[src/rtl/counter_capture_unit_if.sv]
// Capture FIFO drain channel: head entry plus valid/ready handshake.
// The master drives the data and valid; the slave answers with ready.
interface counter_capture_unit_if #(
   parameter int WIDTH = 4
);
   logic [WIDTH-1:0] cap_data;
   logic             cap_valid;
   logic             cap_ready;

   modport master (
      output cap_data,
      output cap_valid,
      input  cap_ready
   );

   modport slave (
      input  cap_data,
      input  cap_valid,
      output cap_ready
   );
endinterface

[src/rtl/counter_capture_unit.sv]
// Watches a free-running counter: wrap and compare pulses, a saturating
// wrap tally, and a strobe-driven capture FIFO drained by valid/ready.
module counter_capture_unit #(
   parameter int WIDTH  = 4,
   parameter int DEPTH  = 4,
   parameter int WRAP_W = 8
)(
   input  logic                    clock,
   input  logic                    reset,
   input  logic                    enable,
   input  logic [WIDTH-1:0]        counter_in,
   input  logic [WIDTH-1:0]        cmp_value,
   input  logic                    cmp_load,
   input  logic                    capture,
   counter_capture_unit_if.master  cap,
   output logic [$clog2(DEPTH):0]  fifo_level,
   output logic                    match,
   output logic                    wrap,
   output logic [WRAP_W-1:0]       wrap_count,
   output logic                    overflow_err,
   input  logic                    err_clear
);
   localparam int AW = $clog2(DEPTH);
   localparam int LW = AW + 1;

   logic [WIDTH-1:0]  r_cnt_q;
   logic              r_en_q;
   logic [WIDTH-1:0]  r_cmp_q;
   logic [WIDTH-1:0]  r_mem [DEPTH];
   logic [AW-1:0]     r_wr_ptr;
   logic [AW-1:0]     r_rd_ptr;
   logic [LW-1:0]     r_level;
   logic              r_match;
   logic              r_wrap;
   logic [WRAP_W-1:0] r_wrap_cnt;
   logic              r_ovf;

   logic w_full;
   logic w_empty;
   logic w_pop;
   logic w_push;
   logic w_drop;
   logic w_wrap_hit;
   logic w_match_hit;

   assign w_full      = (r_level == LW'(DEPTH));
   assign w_empty     = (r_level == '0);
   assign w_pop       = !w_empty && cap.cap_ready;
   assign w_push      = capture && (!w_full || w_pop);
   assign w_drop      = capture && w_full && !w_pop;
   assign w_wrap_hit  = r_en_q && (r_cnt_q == '1)
                     && (counter_in == '0);
   assign w_match_hit = (counter_in == r_cmp_q)
                     && (counter_in != r_cnt_q);

   always_ff @(posedge clock) begin
      if (!reset) begin
         r_cnt_q    <= '0;
         r_en_q     <= 1'b0;
         r_cmp_q    <= '1;
         r_wr_ptr   <= '0;
         r_rd_ptr   <= '0;
         r_level    <= '0;
         r_match    <= 1'b0;
         r_wrap     <= 1'b0;
         r_wrap_cnt <= '0;
         r_ovf      <= 1'b0;
      end else begin
         r_cnt_q <= counter_in;
         r_en_q  <= enable;
         r_match <= w_match_hit;
         r_wrap  <= w_wrap_hit;
         if (cmp_load)
            r_cmp_q <= cmp_value;
         if (w_wrap_hit && (r_wrap_cnt != '1))
            r_wrap_cnt <= r_wrap_cnt + 1'b1;
         if (w_push)
            r_wr_ptr <= r_wr_ptr + 1'b1;
         if (w_pop)
            r_rd_ptr <= r_rd_ptr + 1'b1;
         unique case ({w_push, w_pop})
            2'b10:   r_level <= r_level + 1'b1;
            2'b01:   r_level <= r_level - 1'b1;
            default: r_level <= r_level;
         endcase
         // a drop in the same cycle as a clear keeps the flag set
         if (w_drop)
            r_ovf <= 1'b1;
         else if (err_clear)
            r_ovf <= 1'b0;
      end
   end

   // storage needs no reset: level and pointers gate visibility
   always_ff @(posedge clock) begin
      if (w_push)
         r_mem[r_wr_ptr] <= counter_in;
   end

   assign cap.cap_data  = r_mem[r_rd_ptr];
   assign cap.cap_valid = !w_empty;
   assign fifo_level    = r_level;
   assign match         = r_match;
   assign wrap          = r_wrap;
   assign wrap_count    = r_wrap_cnt;
   assign overflow_err  = r_ovf;
endmodule

[src/flat_wrapper.sv]
// flat-port wrapper written by rule: the top's interface ports become plain ports
module counter_capture_unit_flat 
#(
   parameter int WIDTH  = 4,
   parameter int DEPTH  = 4,
   parameter int WRAP_W = 8
)
  (clock, reset, enable, counter_in, cmp_value, cmp_load, capture, fifo_level, match, wrap, wrap_count, overflow_err, err_clear, cap_cap_data, cap_cap_valid, cap_cap_ready);
  counter_capture_unit_if #(.WIDTH(WIDTH)) cap_i ();
  input  logic clock;
  input  logic reset;
  input  logic enable;
  input  logic [WIDTH-1:0] counter_in;
  input  logic [WIDTH-1:0] cmp_value;
  input  logic cmp_load;
  input  logic capture;
  output logic [$clog2(DEPTH):0] fifo_level;
  output logic match;
  output logic wrap;
  output logic [WRAP_W-1:0] wrap_count;
  output logic overflow_err;
  input  logic err_clear;
  output wire logic [$bits(cap_i.cap_data)-1:0] cap_cap_data;
  output wire logic [$bits(cap_i.cap_valid)-1:0] cap_cap_valid;
  input wire logic [$bits(cap_i.cap_ready)-1:0] cap_cap_ready;
  assign cap_cap_data = cap_i.cap_data;
  assign cap_cap_valid = cap_i.cap_valid;
  assign cap_i.cap_ready = cap_cap_ready;
  counter_capture_unit #(.WIDTH(WIDTH), .DEPTH(DEPTH), .WRAP_W(WRAP_W)) u_core (.clock(clock), .reset(reset), .enable(enable), .counter_in(counter_in), .cmp_value(cmp_value), .cmp_load(cmp_load), .capture(capture), .cap(cap_i), .fifo_level(fifo_level), .match(match), .wrap(wrap), .wrap_count(wrap_count), .overflow_err(overflow_err), .err_clear(err_clear));
endmodule
[config.mk]
export PLATFORM = sky130hd
export DESIGN_NAME = counter_capture_unit_flat
export DESIGN_NICKNAME = d
export VERILOG_FILES = /design/src/rtl/counter_capture_unit_if.sv /design/src/rtl/counter_capture_unit.sv /design/src/flat_wrapper.sv
export SDC_FILE = /design/constraint.sdc
export NUM_CORES = 1
export LEC_CHECK = 0
export ABC_AREA = 0
export ABC_CLOCK_PERIOD_IN_PS = 6500
export BUFFER_PORTS_ARGS = -buffer_cell sky130_fd_sc_hd__buf_2
export CAP_MARGIN = 25
export CORE_MARGIN = 2
export CORE_UTILIZATION = 45
export DETAILED_ROUTE_END_ITERATION = 10
export GPL_TIMING_DRIVEN = 0
export PLACE_DENSITY = 0.67
export SYNTH_ARGS = -nofsm -noshare
export SYNTH_HDL_FRONTEND = slang
export SYNTH_SLANG_ARGS = --single-unit
[constraint.sdc]
create_clock -name clock -period 6.5 [get_ports clock]
set_input_delay 1.95 -clock clock [delete_from_list [all_inputs] [get_ports clock]]
set_output_delay 1.95 -clock clock [all_outputs]
set_load 0.1 [all_outputs]
==> results.json <==
{
  "status": "finished clean",
  "yosysTopAreaCellShare_pct": 30.6,
  "dpl.cell_count": 244,
  "cp_common_cell": "inv_1",
  "dp_hpwl_mm": 2.64,
  "cap_violations": 0,
  "synth_cells": 162,
  "syn_nets": 184,
  "cp_slowest_stage_delay_ns": 0.38,
  "synth-warning-count": 0,
  "async_flop_share_pct": 0,
  "drt_iter0_markers": 35,
  "cp_cell_sequence": "buf_2 -> nor4b_1 -> nor2b_1 -> clkbuf_1 -> inv_1 -> ha_1 -> inv_1 -> fa_1 -> xor2_1 -> or3_1 -> a21oi_1",
  "clkTransAtPathRegs_ns": 0.07,
  "cp-end-kind": "flop",
  "pin_count": 34,
  "synth.most_common_cell": "dfxtp_1",
  "grt_antenna_before_repair": 0,
  "gp_congestion": 0.774,
  "crit_buf_inv": 4,
  "area_growth_pct": 16.1,
  "synthDistinctLibCells": 32,
  "cp_top_family": "simple AND/OR/NAND/NOR gates",
  "hp-start": "u_core.r_cmp_q[3]",
  "ir_worst_vdd_mv": 0.196,
  "viasPerCell": 5.27,
  "powerDensity_nw_per_um2": 359,
  "grt_setup_unrepaired": "false",
  "grt_pass1_wl_mm": 5.49,
  "synth_area_leaders": "dfxtp_1 31%, edfxtp_1 25%, mux4_2 4.8%",
  "synth_flop_cell": "dfxtp_1",
  "leakagePower_nw": 0.875,
  "fin_util_pct": 54.6,
  "vias": 1327,
  "critPathRequiredTime_ns": 6.72,
  "cts.sinks": 45,
  "num_rows": 23,
  "drtAntennaViolNets": 0,
  "cts_setup_buffers": 0,
  "grt_use_total_pct": 16.1,
  "initial_core_util_pct": 47.0,
  "grt_overflow": 0,
  "post_route_cells_drive_above_1_share_pct": 22.8,
  "clock_path_buffers": 2,
  "routedWlPerCell_um": 13.5,
  "r2r_end": "u_core.fifo_level[2]",
  "grt_pass1_vias": 1250,
  "drc": 0,
  "rr_worst_depth": 10,
  "worstHoldEndpoint": "u_core.r_cmp_q[3]",
  "clock_latency_ns": 0.29,
  "hold_violations": 0,
  "die_height_um": 68.9,
  "synth-edff-count": 16,
  "cp.arrival_ns": 4.00,
  "slew_viol_final": 0,
  "ys_ff_latch": 45,
  "slew_headroom_pct": 60.1,
  "design.core.area_um2": 4030,
  "htree_levels": 2,
  "yosysSeqAreaShare_pct": 56.0,
  "cts_root_buffer": "clkbuf_8",
  "tns_ns": 0,
  "crit_path_max_fanout": 7,
  "use_met2_pct": 28.8,
  "cts_tree": "done",
  "fin_nets": 223,
  "critPathLaunchType": "input port",
  "grt_max_degree": 14,
  "fill_cells": 373,
  "numCtsBuffers": 5,
  "dr.pass1.iters": 4,
  "grt.met3_usage_pct": 5.03,
  "r2r_start": "u_core.fifo_level[0]",
  "busiest_layer": "met2",
  "wl_mm": 3.40,
  "yosysTopAreaCell": "dfxtp_1",
  "setup_viol": 0,
  "die-area_um2": 4750,
  "tightest_slew_ns": 0.596,
  "max_freq_mhz": 264,
  "finClkSkew_ns": 0.00364,
  "io_buffers": 32,
  "cts_hold_buf": 0,
  "syn_area_per_cell_um2": 11.7,
  "hold_depth": 2,
  "finalCritPeriodShare_pct": 58.3,
  "cts_resized": 0,
  "grt_use_met1_pct": 17.5,
  "fin_cells": 252,
  "die_w_um": 68.9,
  "critical_path_class": "input port to flop",
  "crit_slowest_cell": "fa_1",
  "min_path_type": "flop to flop",
  "antenna_cells": 0,
  "synthesis.area_um2": 1900,
  "r2r_slack_ns": 4.05,
  "synthTopCellsByCount": "29 x dfxtp_1, 16 x edfxtp_1, 11 x nor2_1",
  "period_minus_slack_ns": 3.79
}
## final cells by class
class / count / area [µm²] / area share, %
inverters: 9 / 33.8 / 1.53
repair buffers: 32 / 160 / 7.28
plain buffers: 5 / 20.0 / 0.910
clock inverters: 2 / 10.0 / 0.455
well taps: 50 / 62.6 / 2.84
multi-input cells: 103 / 781 / 35.5
clock buffers: 6 / 72.6 / 3.30
flip-flops and latches: 45 / 1060 / 48.2
## placed cells by master, fill, tap and decap left out, drive strengths merged, types with 2 or more instances in the layout
| cell type | instances |
|---|---|
| nand3 | 5 |
| buf | 33 |
| ha | 6 |
| nand2 | 10 |
| o31ai | 5 |
| xnor2 | 5 |
| a21oi | 7 |
| clkinv | 2 |
| mux2i | 6 |
| nor2 | 11 |
| o21ai | 2 |
| edfxtp | 16 |
| clkbuf | 10 |
| and2 | 9 |
| nand4 | 2 |
| nor4 | 4 |
| or3 | 5 |
| nor2b | 2 |
| mux4 | 4 |
| dfxtp | 29 |
| inv | 9 |
| xor2 | 8 |
| or4 | 3 |
## worst max path at each step
stage,startpoint,end,slack (ns),cells past startpoint
after floorplan,u_core.fifo_level[0],cap_cap_valid,2.72,1
after global placement,cap_cap_ready,u_core.fifo_level[2],2.50,11
after detailed placement,cap_cap_ready,u_core.fifo_level[2],2.37,11
after CTS,cap_cap_ready,u_core.fifo_level[2],2.67,11
after global routing,cap_cap_ready,u_core.fifo_level[2],2.51,11
final,cap_cap_ready,u_core.fifo_level[2],2.71,11
## logic make-up (layout without fill, tap and decap cells)
| family | after synthesis | count (layout) | synth area share, % |
|---|---|---|---|
| buffers and inverters | 14 | 54 | 2.84 |
| AO/OA/AOI/OAI | 18 | 18 | 6.27 |
| flip-flops | 45 | 45 | 56.0 |
| AND/OR/NAND/NOR | 55 | 55 | 16.0 |
| adder cells (fa/ha/maj) | 7 | 7 | 5.02 |
| XOR/XNOR | 13 | 13 | 6.01 |
| multiplexers | 10 | 10 | 7.92 |
## routing by layer
layer	vias to the layer above	wire length, µm	share of wire [%]
li1	650	-	-
met3	7	165	4.9
met5	-	0	0
met1	632	1390	41
met2	38	1780	52
met4	0	55	1.6
## through the flow
stage | instance area (µm²) | power (mW) | hold slack, ns | setup WS (ns)
4_1_cts | 2200 | 0.799 | 0.509 | 2.67
3_3_place_gp | 2120 | 0.629 | 0.476 | 2.50
3_5_place_dp | 2120 | 0.640 | 0.489 | 2.37
2_1_floorplan | 1900 | 0.592 | 0.462 | 2.72
5_1_grt | 2200 | 0.827 | 0.541 | 2.51
6_report | 2200 | 0.791 | 0.502 | 2.71
## worst register-to-register path: cells and delay by family, from the launching register on
family	cells	cell delay (ns)
XOR/XNOR	1	0.16
AO/OA/AOI/OAI	1	0.15
AND/OR/NAND/NOR	3	0.80
flip-flops	1	0.36
buffers and inverters	3	0.33
adder cells (fa/ha/maj)	2	0.56
## state kept, by name, summed over array words and instances, names as in the netlist, named ones only
name                 flops
u_core.fifo_level        3
u_core.match             1
u_core.overflow_err      1
u_core.r_cmp_q           4
u_core.r_cnt_q           4
u_core.r_en_q            1
u_core.r_mem            16
u_core.r_rd_ptr          2
u_core.r_wr_ptr          2
u_core.wrap              1
u_core.wrap_count        8
## where the power goes
| group | switching, mW | internal (mW) | leakage, nW |
|---|---|---|---|
| logic | 0.219 | 0.0681 | 0.446 |
| clock network | 0.0863 | 0.0745 | 0.0450 |
| registers | 0.0246 | 0.319 | 0.384 |
(Power assumes the default switching activity.)
